**src/rtl/issue_scoreboard.sv**
```systemverilog
`default_nettype none
// ============================================================================
// Module      : issue_scoreboard
// Description : In-order issue scoreboard. Tracks outstanding register writes
//               (per-register countdown) and writeback-port reservations, and
//               stalls the RF/FWD stage on RAW/WAW hazards or writeback
//               collisions. Also counts stalled cycles (saturating).
// Revision    : 1.0 - initial release
// ============================================================================
module issue_scoreboard #(
    parameter int LAT0 = 2,
    parameter int LAT1 = 4,
    parameter int LAT2 = 4,
    parameter int LAT3 = 7
) (
    input  logic        clk,
    input  logic        reset,
    input  logic        in_valid,
    output logic        in_ready,
    input  logic [1:0]  in_unit,
    input  logic [6:0]  in_rt_addr,
    input  logic [6:0]  in_ra_addr,
    input  logic [6:0]  in_rb_addr,
    input  logic [6:0]  in_rc_addr,
    input  logic        in_use_ra,
    input  logic        in_use_rb,
    input  logic        in_use_rc,
    input  logic        in_reg_write,
    output logic [3:0]  issue_en,
    output logic        stall_raw,
    output logic        stall_wb,
    output logic [15:0] stall_count
);

    // Latencies are 1..7, so three bits hold each one exactly.
    localparam logic [2:0] c_LAT0 = LAT0[2:0];
    localparam logic [2:0] c_LAT1 = LAT1[2:0];
    localparam logic [2:0] c_LAT2 = LAT2[2:0];
    localparam logic [2:0] c_LAT3 = LAT3[2:0];

    logic [2:0]  r_pend [128];   // cycles until each register's write lands
    logic [6:0]  r_wb;           // bit k: writeback k cycles from now
    logic [15:0] r_stall_count;

    logic [2:0]  w_lat;
    logic [2:0]  w_lat_m1;
    logic [7:0]  w_wb_ext;
    logic        w_src_hz;
    logic        w_waw_hz;
    logic        w_issue;
    logic        w_load;

    // Select the writeback latency of the targeted unit.
    always_comb begin
        w_lat = c_LAT0;
        case (in_unit)
            2'd0:    w_lat = c_LAT0;
            2'd1:    w_lat = c_LAT1;
            2'd2:    w_lat = c_LAT2;
            default: w_lat = c_LAT3;
        endcase
    end

    assign w_lat_m1 = w_lat - 3'd1;

    // A source equal to the own destination is just an ordinary read here.
    assign w_src_hz = (in_use_ra && (r_pend[in_ra_addr] != 3'd0))
                   || (in_use_rb && (r_pend[in_rb_addr] != 3'd0))
                   || (in_use_rc && (r_pend[in_rc_addr] != 3'd0));
    assign w_waw_hz = in_reg_write && (r_pend[in_rt_addr] != 3'd0);

    // Extend with a zero on top so a 7-cycle latency never collides.
    assign w_wb_ext = {1'b0, r_wb};

    assign stall_raw   = in_valid && (w_src_hz || w_waw_hz);
    assign stall_wb    = in_valid && in_reg_write && w_wb_ext[w_lat];
    assign in_ready    = !stall_raw && !stall_wb;
    assign w_issue     = in_valid && in_ready;
    assign w_load      = w_issue && in_reg_write;
    assign issue_en    = w_issue ? (4'b0001 << in_unit) : 4'b0000;
    assign stall_count = r_stall_count;

    // Count down outstanding writes; an issuing writer reloads its entry.
    always_ff @(posedge clk) begin
        if (reset) begin
            for (int i = 0; i < 128; i++) begin
                r_pend[i] <= 3'd0;
            end
        end else begin
            for (int i = 0; i < 128; i++) begin
                if (r_pend[i] != 3'd0) begin
                    r_pend[i] <= r_pend[i] - 3'd1;
                end
            end
            if (w_load) begin
                r_pend[in_rt_addr] <= w_lat_m1;
            end
        end
    end

    // Advance writeback reservations one cycle; reserve the new writer's slot.
    always_ff @(posedge clk) begin
        if (reset) begin
            r_wb <= 7'd0;
        end else if (w_load) begin
            r_wb <= {1'b0, r_wb[6:1]} | (7'd1 << w_lat_m1);
        end else begin
            r_wb <= {1'b0, r_wb[6:1]};
        end
    end

    // Saturating count of cycles where a valid instruction was held back.
    always_ff @(posedge clk) begin
        if (reset) begin
            r_stall_count <= 16'd0;
        end else if (in_valid && !in_ready && (r_stall_count != 16'hFFFF)) begin
            r_stall_count <= r_stall_count + 16'd1;
        end
    end

endmodule
`default_nettype wire

```
**config.mk**
```make
export PLATFORM = sky130hd
export DESIGN_NAME = issue_scoreboard
export DESIGN_NICKNAME = d
export VERILOG_FILES = /design/src/rtl/issue_scoreboard.sv
export SDC_FILE = /design/constraint.sdc
export NUM_CORES = 1
export LEC_CHECK = 0
export ABC_CLOCK_PERIOD_IN_PS = 4100
export CAP_MARGIN = 25
export CELL_PAD_IN_SITES_DETAIL_PLACEMENT = 1
export CELL_PAD_IN_SITES_GLOBAL_PLACEMENT = 1
export CORE_MARGIN = 2
export CORE_UTILIZATION = 30
export DETAILED_ROUTE_END_ITERATION = 8
export GPL_ROUTABILITY_DRIVEN = 1
export PLACE_DENSITY_LB_ADDON = 0.1
export SYNTH_ARGS = -nofsm -noshare
export SYNTH_HDL_FRONTEND = slang
export SYNTH_SLANG_ARGS = --single-unit
```
**constraint.sdc**
```tcl
create_clock -name clk -period 4.1 [get_ports clk]
set_input_delay 0.41 -clock clk [delete_from_list [all_inputs] [get_ports clk]]
set_output_delay 0.41 -clock clk [all_outputs]
set_load 0.1 [all_outputs]
```
Yosys cells after proc, flatten, opt, wreduce, memory -nomap -nowiden
Memories as Yosys holds them, arrays and structs flattened.
Index checks and enable logic that the tools add are counted.
{"block": "classes", "addsub": 130, "order_cmp": 1, "eq_ne": 3, "shift": 2, "n_mux": 522, "bitwise": 130, "reduce_logical": 153}
{"operator": "3-bit nonzero test", "n": 132}
{"operator": "1-bit two-way mux", "n": 390}
{"operator": "3-bit by 1-bit subtractor with 3-bit output, second input constant", "n": 129}
{"operator": "3-bit two-way mux", "n": 128}
{"operator": "1-bit OR", "n": 128}
{"operator": "16-bit by 1-bit adder with 16-bit output, second input constant", "n": 1}
{"operator": "16-bit inequality test, second input constant", "n": 1}
{"operator": "1-bit logical AND", "n": 12}
{"operator": "6-bit by 7-bit OR with 7-bit output", "n": 1}
{"operator": "1-bit by 3-bit << shifter with 7-bit output, first input constant", "n": 1}
{"operator": "6-bit two-way mux", "n": 1}
{"operator": "3-bit one-hot mux with 2 select lines", "n": 1}
{"operator": "3-bit by 4-bit < comparator with 1-bit output, second input constant", "n": 1}
{"operator": "4-bit two-way mux", "n": 1}
{"operator": "2-bit OR reduction", "n": 2}
{"operator": "1-bit by 2-bit << shifter with 4-bit output, first input constant", "n": 1}
{"operator": "1-bit binary-select mux with 3-bit select", "n": 1}
{"operator": "1-bit logical NOT", "n": 3}
{"operator": "1-bit logical OR", "n": 3}
{"operator": "2-bit by 1-bit == test with 1-bit output, second input constant", "n": 1}
{"operator": "2-bit == test, second input constant", "n": 1}
{"operator": "2-bit logical NOT", "n": 1}
{"operator": "1-bit inverter", "n": 1}
{"block": "word_totals", "ff_bits": 23, "ram_bits": 384, "input_bits": 37, "out_inout_bits": 23, "word_cells": 945, "n_memories": 1}
{"memory": "r_pend", "words": 128, "width": 3, "read_ports": 132, "rd_clocked_by_memory_dff": 0, "wr": 129, "line_no": "41", "rtl": "logic [2:0] r_pend [128];"}

Longest topological paths before layout
Gate-level depths: netlist of the first run.
An unclocked memory read counts as a cell.
{"block": "depth", "ltp_word": 14, "depth_mapped": 16, "ltp_nobuf": 10}

Worst setup path after synthesis of the first run
OpenSTA, ideal clock, no wires.
{"block": "synth_timing", "kind": "input-to-output", "from": "input port in_rc_addr[1]", "to": "output port issue_en[3]", "arrival_ps": 4716, "path_slack_ps": -1026, "stages": 12, "cell_sequence": "buf_2 > clkbuf_1 > mux4_2 > o22a_1 > nor4_1 > nor4_1 > or4_1 > or4_4 > nor3_1 > clkbuf_1 > nand2_1 > nor2_1"}
{"block": "synth_between", "elab_chain_cells": 10}
{"element": "start: declaration", "line_no": "24", "rtl": "input logic [6:0] in_rc_addr,"}
{"element": "memory 128 x 3 bit"}
{"element": "3-bit nonzero test", "line_no": "69", "rtl": "|| (in_use_rc && (r_pend[in_rc_addr] != 3'd0));"}
{"element": "1-bit logical AND", "line_no": "69"}
{"element": "1-bit logical OR", "line_no": "69"}
{"element": "1-bit logical OR", "line_no": "75", "rtl": "assign stall_raw = in_valid && (w_src_hz || w_waw_hz);"}
{"element": "1-bit logical AND", "line_no": "75"}
{"element": "1-bit logical NOT", "line_no": "77", "rtl": "assign in_ready = !stall_raw && !stall_wb;"}
{"element": "1-bit logical AND", "line_no": "77"}
{"element": "1-bit logical AND", "line_no": "78", "rtl": "assign w_issue = in_valid && in_ready;"}
{"element": "4-bit two-way mux", "line_no": "80", "rtl": "assign issue_en = w_issue ? (4'b0001 << in_unit) : 4'b0000;"}
{"element": "end: declaration", "line_no": "29", "rtl": "output logic [3:0] issue_en,"}
Every way passes these cells.

==> summary.md, run 1 <==
| Metric | Value |
|---|---|
| Status | complete, but fails checks |
| Failing checks | max-slew violations, negative setup slack |
| WP data arrival | 4390 ps |
| Via Count | 34.50k |
| Final ANT Viol Nets | 0 |
| Gr usage total | 28.72% |
| CTS tree | done |
| Crit path kind | flop to output port |
| Post-synth top area share | 32.18% |
| Relative slew slack | -14.86% |
| Number of synthesized register bits | 407 |
| Cts bufs inserted | 56 |
| CTS Buffer Depth | 3 |
| Total gr overflow | 0 |
| Asr flop ratio synth | 0% |
| RSZ-0062 raised after global routing | yes |
| Pre-Repair DR Iteration Count | 6 |
| Combinational share of power | 53.0% |
| Flop pwr share | 30.2% |
| Setup violations, final | 777 |
| Part of the cycle the worst path needs | 117.2% |
| Wire per inst | 29.60 um |
| First-pass GRT wire length | 256500 um |
| Synthesized area | 35830 um^2 |
| Layout Skew | 14.88 ps |
| F_max | 208.2 MHz |
| Power share of the clock group | 16.8% |
| Largest net degree at the start of global routing | 192 |
| Pwr Total | 29.47 mW |
| Lkg Pwr | 21.03 nW |
| Dominant cell type by area after synthesis | edfxtp_1 |
| Pint | 17.35 mW |
| Most used DFF post-synth | edfxtp_1 |
| # fillers | 13.16k |
| Minimum clock period | 4803 ps |
| Filler-free cell count of the finished design | 6024 |
| Netlist cell types | 75 |
| Mapped Cells | 3716 |
| Final hold vios | 0 |
| Skew-Pair Late Insertion Delay | 680 ps |
| CP Capture Type | output port |
| Syn-to-layout area delta | 36.34% |
| Initial antenna violation count | 3 |
| Rows | 126 |
| Commonest non-fill, non-tap cell in the layout | buf_4 |
| Switching power | 12.12 mW |
| Worst-margin pin slew | 1723 ps |
| Die Y | 349.6 um |
| Most frequent cells in the layout | buf_4, edfxtp_1, nor2_1, inv_1, mux2i_1 |
| I/O Pins | 60 |
| Worst IR Drop VDD | 360.3 uV |
| Data required, critical path | 3690 ps |
| DR iter-0 viols | 2811 |
| Max Slew Vio Count | 50 |
| Hold Crit Class | input pin to flop |
| Syn nets | 4016 |
| CP max FO | 4 |
| Core area | 118200 um^2 |
| Total wire length | 178300 um |
| Sequential area share after synthesis | 33.47% |
| Power per cell area | 603.2 nW/um^2 |
| GP Congestion | 0.9294 |
| Vias in the first global route | 35.58k |
| Die Area | 122200 um^2 |
| H-tree levels | 2 |
| Syn avg cell area | 9.643 um^2 |
| Fin Hold WS | 425.0 ps |
| Share of cells above drive strength 1 | 34.26% |
| Initial Utilization | 30.30% |
| Root Buffer | clkbuf_16 |
| Drt drc | 0 |
| Switching share of power | 41.13% |
| Final WS setup | -703.3 ps |
| Die width | 349.6 um |
| Final nets | 4744 |
| Number of synthesized flops with an enable pin | 384 |
| CP startpoint kind | flop |
| I/O Buffers | 59 |
| CTS sink count | 407 |
| Inst Count DP | 5860 |
| Synth area leaders | edfxtp_1, ha_1, mux2i_1 |
| Max-cap violations | 0 |
| Detail Placement HPWL | 132200 um |
| DR vias/cell | 5.727 |
| TNS Setup | -242520 ps |
| Post-layout util | 41.32% |
| Warnings from Yosys | 0 |
| Clk slew on worst S/H paths | 60 ps |
power by group through the flow:
stage | clock network (mW) | logic [mW] | registers (mW)
floorplan | 0 | 8.27 | 8.40
global placement | 0 | 14.5 | 8.92
detailed placement | 0 | 14.8 | 8.91
CTS | 5.07 | 15.4 | 8.84
global route | 5.21 | 17.1 | 9.07
finish | 4.95 | 15.6 | 8.90
stage by stage:
stage               area, um^2  setup slack, ps
global route             48850           -821.2
detailed placement       44190           -962.7
CTS                      48270           -737.2
finish                   48850           -703.3
global placement         44170           -904.7
floorplan                35880            3.770
state kept, by name, summed over array words and instances (netlist names):
register / count
r_wb: 7
r_pend: 384
stall_count: 16
final cells by class:
class	count	area [um^2]	area share [%]
inverter	341	1285	2.630
clock inverter	33	265.3	0.5430
clock buffer	67	1494	3.058
tap	1536	1922	3.934
timing repair buffer	924	8502	17.40
sequential	407	11990	24.55
multi-input combinational	2714	23390	47.87
antenna	2	5.005	0.01024
metal layers:
| layer | vias up | part of all wire [%] | wire length, um | GRT usage [%] |
|---|---|---|---|---|
| met5 | - | 0.0073 | 13 | 0 |
| met4 | 2 | 4.2 | 7444 | 10.06 |
| met3 | 302 | 5.8 | 10410 | 3.933 |
| met2 | 1104 | 45 | 79450 | 45.37 |
| met1 | 17730 | 45 | 80990 | 40.07 |
| li1 | 15360 | - | - | - |
cells by family (layout without fill, tap and decap cells):
family,after synthesis,in the layout,synth area share (%)
buf+inv,595,1365,6.575
other cells,0,2,0
fa+ha+maj,263,263,9.184
mux,594,594,21.83
simple gates,1344,1344,18.88
flops,407,407,33.47
compound gates,513,513,10.07
synthesized netlist by cell type (6+ instances only):
cell type    n
a2111oi_0   10
a211o_1      6
a211oi_1    91
a21oi_1     86
a221o_1      9
a221oi_1    35
a22o_1      10
a22oi_1     20
a311oi_1     9
a31oi_1     32
a32oi_1      7
and2_1      11
and3_1      15
buf_1       19
buf_2       71
clkbuf_1   157
dfxtp_1     23
edfxtp_1   384
ha_1       263
inv_1      337
mux2_2     149
mux2i_1    310
mux4_2     135
nand2_1    148
nand2b_1    19
nand3_1    214
nand4_1     12
nor2_1     379
nor2b_1    104
nor3_1     138
nor3b_1     28
nor4_1      33
o2111ai_1    7
o211ai_1    14
o21ai_0     85
o221ai_1     9
o22ai_1     16
o311ai_0    13
o31ai_1      8
or2_2       69
or3_1      147
or4_1        7
or4b_2       6
path summary, 6_finish.rpt:
| check | cells after the start | start | slack, ps | to |
|---|---|---|---|---|
| max | 14 | r_pend[85][2]$_DFFE_PP_ | -700 | issue_en[1] |
| min | 3 | reset | 420 | r_pend[29][2]$_DFFE_PP_ |
| max reg2reg | 16 | r_pend[85][2]$_DFFE_PP_ | -520 | r_pend[119][0]$_DFFE_PP_ |
| min reg2reg | 1 | r_wb[1]$_SDFF_PP0_ | 470 | r_wb[0]$_SDFF_PP0_ |
timing repair:
action / CTS / global route
pin swaps: 54 / 5
gates cloned: 13 / 4
setup endpoints to repair: 792 / 779
setup buffers: 26 / 17
gates resized for setup: 331 / 52
hold buffers: 0 / 0
worst max-delay path, stage by stage (launching register included):
cell and delay, ps:
edfxtp_1 490, buf_4 180, mux4_2 520, mux2i_1 210, mux2i_1 140, a2111oi_2 340
nand3_1 120, o2111a_2 210, or4b_4 540, buf_6 140, nor3_4 220, buf_12 150
buf_6 100, and3_4 180, buf_12 170
No activity file was read; power rests on OpenSTA's default activity.
==> run 2, diff against run 1 <==
--- a/config.mk
+++ b/config.mk
@@ -12,7 +12,8 @@
 export CORE_MARGIN = 2
 export CORE_UTILIZATION = 30
 export DETAILED_ROUTE_END_ITERATION = 8
-export GPL_ROUTABILITY_DRIVEN = 1
+export DONT_BUFFER_PORTS = 1
+export GPL_ROUTABILITY_DRIVEN = 0
 export PLACE_DENSITY_LB_ADDON = 0.1
 export SYNTH_ARGS = -nofsm -noshare
 export SYNTH_HDL_FRONTEND = slang
==> summary.md, run 2 (synthesis gave the netlist of run 1 again) <==
| Metric | Value |
|---|---|
| Vias in the first global route | 34.98k |
| Pre-CTS setup slack | -877.1 ps |
| Hold Crit Class | input pin to flop |
| Detail Placement HPWL | 119700 um |
| Met3 routed WL | 12970 um |
| F_max | 211.6 MHz |
| Relative slew slack | 17.23% |
| Final WS setup | -625.3 ps |
| CTS tree | done |
| Root Buffer | clkbuf_16 |
| Core area | 118200 um^2 |
| Max reg flops | 384 |
| Met2 wire length | 80530 um |
| DR top layer | met5 |
| Crit path cell chain | buf_4, mux4_2, a221oi_4, a21oi_2, nor4bb_1, a31oi_1, or4b_4, buf_6, nor3_4, buf_12, buf_12, and3_4, buf_12 |
| Rows | 126 |
| CTS Buffer Depth | 3 |
| Largest delay contributor family on the critical path | simple AND/OR/NAND/NOR gates |
| Most frequent cells in the layout | buf_4, edfxtp_1, nor2_1, inv_1, mux2i_1 |
| Data required, critical path | 3690 ps |
| Layout Skew | 31.52 ps |
| I/O Pins | 60 |
| CP startpoint kind | flop |
| Fin Hold WS | 79.74 ps |
| Critical path's slowest cell | or4b_4 |
| Clk slew on worst S/H paths | 60 ps |
| Die Area | 122200 um^2 |
| Share of cells above drive strength 1 | 33.21% |
| Worst IR Drop VDD | 342.8 uV |
| Setup violations, final | 775 |
| Die width | 349.6 um |
| Power per cell area | 615.0 nW/um^2 |
| Max-cap violations | 0 |
| Skew-Pair Late Insertion Delay | 680 ps |
| # fillers | 13.20k |
| Worst-margin pin slew | 1235 ps |
| Inst Count DP | 5689 |
| Initial antenna violation count | 9 |
| Initial Utilization | 30.30% |
| TNS Setup | -255860 ps |
| Wire per inst | 30.05 um |
| Pre-Repair DR Iteration Count | 7 |
| Via Count | 34.02k |
| Drt drc | 0 |
| WP data arrival | 4320 ps |
| DR vias/cell | 5.784 |
| Biggest register | r_pend |
| Final ANT Viol Nets | 0 |
| Gr usage total | 28.40% |
| Final hold vios | 0 |
| Cts bufs inserted | 57 |
| CTS sink count | 407 |
| Buf+Inv Stages, Crit Path | 5 |
| First-pass GRT wire length | 253200 um |
| Critical path's largest stage delay | 590 ps |
| Crit path kind | flop to output port |
| Syn-to-layout area delta | 32.84% |
| Wire length on met1 | 77330 um |
| Filler-free cell count of the finished design | 5881 |
| H-tree levels | 2 |
| I/O Buffers | 0 |
| Max Slew Vio Count | 0 |
| Total wire length | 176700 um |
| Final nets | 4595 |
| Status | complete, but fails checks |
| Minimum clock period | 4725 ps |
| Pwr Total | 29.28 mW |
| Largest net degree at the start of global routing | 344 |
| Lkg Pwr | 20.47 nW |
| Commonest non-fill, non-tap cell in the layout | buf_4 |
| Die Y | 349.6 um |
| Total gr overflow | 0 |
| CP Capture Type | output port |
| DR iter-0 viols | 2795 |
| Most frequent cell on the critical path | buf_12 |
| Part of the cycle the worst path needs | 115.3% |
| RSZ-0062 raised after global routing | yes |
| CP max FO | 6 |
| Failing checks | negative setup slack |
[run 2: timing repair]
item	CTS	global route
hold buffers	4	0
hold endpoints to repair	51	0
gates cloned	13	6
resized for setup	247	224
pin swaps	29	37
buffers inserted	35	28
endpoints found under the setup margin	787	781
[run 2: cell type report]
class	count	area, um^2	share of cell area [%]
diodes	6	15.01	0.03154
inverters	341	1285	2.700
multi-input cells	2714	23570	49.51
clock inverters	33	261.5	0.5494
clock buffers	70	1475	3.099
well taps	1536	1922	4.038
repair buffers	774	7084	14.88
flip-flops and latches	407	11990	25.19
[run 2: worst reg2reg max path: stages, from the launching register on]
cell and delay (ps):
edfxtp_1 450, o311ai_0 600, a32oi_1 160, a211oi_2 430, o32ai_1 200, or4_1 430
or4_4 470, buf_4 160, buf_6 110, nor4_4 320, buf_6 180, buf_12 140
buf_12 140, buf_4 130, nand3_4 70, buf_6 190, mux2i_1 110
[run 2: through the flow]
stage	instance area, um^2	util [%]
after global routing	47580	40.24
final	47600	40.26
after CTS	46040	38.94
after floorplan	35880	-
after global placement	42410	35.86
after detailed placement	42410	35.86
[run 2: worst paths after layout]
check	start	slack, ps	cells past startpoint	to
hold reg to reg	r_wb[1]$_SDFF_PP0_	460	1	r_wb[0]$_SDFF_PP0_
setup / recovery	r_pend[100][0]$_DFFE_PP_	-630	13	issue_en[1]
hold / removal	in_valid	80	3	r_wb[5]$_SDFF_PP0_
setup reg to reg	r_pend[26][2]$_DFFE_PP_	-490	16	r_pend[0][0]$_DFFE_PP_
[run 2: power breakdown]
part	switching, mW	internal (mW)
registers	1.57	7.02
clock network	2.16	2.78
logic	7.98	7.77
[run 2: layer usage]
metal  vias up  track usage [%]
li1      15030                -
met1     17550            38.11
met2      1166            46.02
met3       262            5.533
met4         8            8.726
met5         -                0
==> patch, RTL diff (flow settings as in run 2) <==
Put one more register stage on the output `stall_count`, cleared by the reset. The value now appears one clock later. The other outputs are not delayed to match.
--- a/src/rtl/issue_scoreboard.sv
+++ b/src/rtl/issue_scoreboard.sv
@@ -79,5 +79,11 @@
     assign w_load      = w_issue && in_reg_write;
     assign issue_en    = w_issue ? (4'b0001 << in_unit) : 4'b0000;
-    assign stall_count = r_stall_count;
+    always_ff @(posedge clk) begin
+        if (reset) begin
+            stall_count <= '0;
+        end else begin
+            stall_count <= r_stall_count;
+        end
+    end
 
     // Count down outstanding writes; an issuing writer reloads its entry.
Check against the original RTL: not settled (the Yosys comparison gave no result); the edit may change what the design does.
==> patch against run 2 <==
  * The flow still finishes with violations (negative setup slack)
  * Power fell by 3.0%
  * Synthesized area rose by 0.75%
  * Routed wire length fell by 5.2%
  * Setup slack improved by 0.17 ns
  * Utilization fell by 2.8 points
  * Global-route usage fell by 1.8 points
  * Fmax rose by 3.7%
  * Clock power rose by 11%
  * Sequential cell count rose by 16
  * Hold slack improved by 0.0017 ns
  * Final area fell by 5.9%
  * Final cell count fell by 3.6%
==> patch: results (changes against run 2) <==
outcome finished with violations; failing checks negative setup slack; TritonRoute pass-1 iters 5 (-2); slowest stage delay, CP 0.51 ns (-0.08 ns); CP arrival 4.14 ns (-0.18 ns); setup slack after layout -0.455 ns (+0.171 ns); setup violators final 289 (-63%); nets 4306 (-6.3%); compound-gate portion of the synthesized area 0.0960 (-0.00466); slowest CP cell mux4_2; share of cells above drive strength 1 0.267 (-0.0650); Clock Latency Late Sink 0.70 ns (+0.02 ns); switching share of power 0.403 (+0.00267); Worst Hold Path EP stall_count[3]$_SDFF_PP0_; pin count of the biggest net entering global routing 318 (-7.6%); Comb power 13.8 mW (-12%); Filler cells 13278 (+0.58%); placed inst area 40700 um^2 (-3.9%); Synth Area in Adders 0.0912 (-0.000681); Detailed Place HPWL 111000 um (-6.9%); Mapped Nets 4019 (+0.075%); Vias 32538 (-4.3%); Rel. slew slack 0.0714 (-0.101); P_sw 11.4 mW (-2.3%); Final Hold Slack 0.0814 ns (+0.00165 ns); reg2reg path depth 15 (-1); first-pass GRT wire length 240000 um (-5.4%); skew final 0.0396 ns (+0.00808 ns); initial antenna violation count 4 (-5); dpl cells 5508 (-3.2%); hold depth 2 (-1)
[patch: cell count changes after synthesis, sizes merged, moves of 25 or more]
cell | before | now
a211oi | 91 | 44
nor2 | 379 | 354
nand3 | 214 | 244
a31oi | 32 | 83
nor3 | 138 | 174
a311oi | 9 | 34
[patch: layout make-up]
type | count | area (um^2) | area share
antenna | 2 | 5.00 | 0.000112
clock buffer | 75 | 1640 | 0.0366
clock inverter | 33 | 333 | 0.00743
inverter | 343 | 1290 | 0.0289
multi-input combinational | 2690 | 22600 | 0.504
sequential | 423 | 12300 | 0.275
tap | 1612 | 2020 | 0.0450
timing repair buffer | 490 | 4600 | 0.103
[patch: timing repair]
item	CTS	global route
endpoints found under the setup margin	646	717
endpoints found under the hold margin	44	0
pin swaps	14	14
gates resized for setup	83	171
cloned	3	8
hold buffers	1	0
setup buffers	13	27
[patch: routing by layer]
metal	up-vias	global-route usage	routed length, um
met5	-	0	27
met1	16798	0.364	74700
met2	1027	0.425	76100
met3	252	0.0456	11000
li1	14457	-	-
met4	4	0.0834	5570
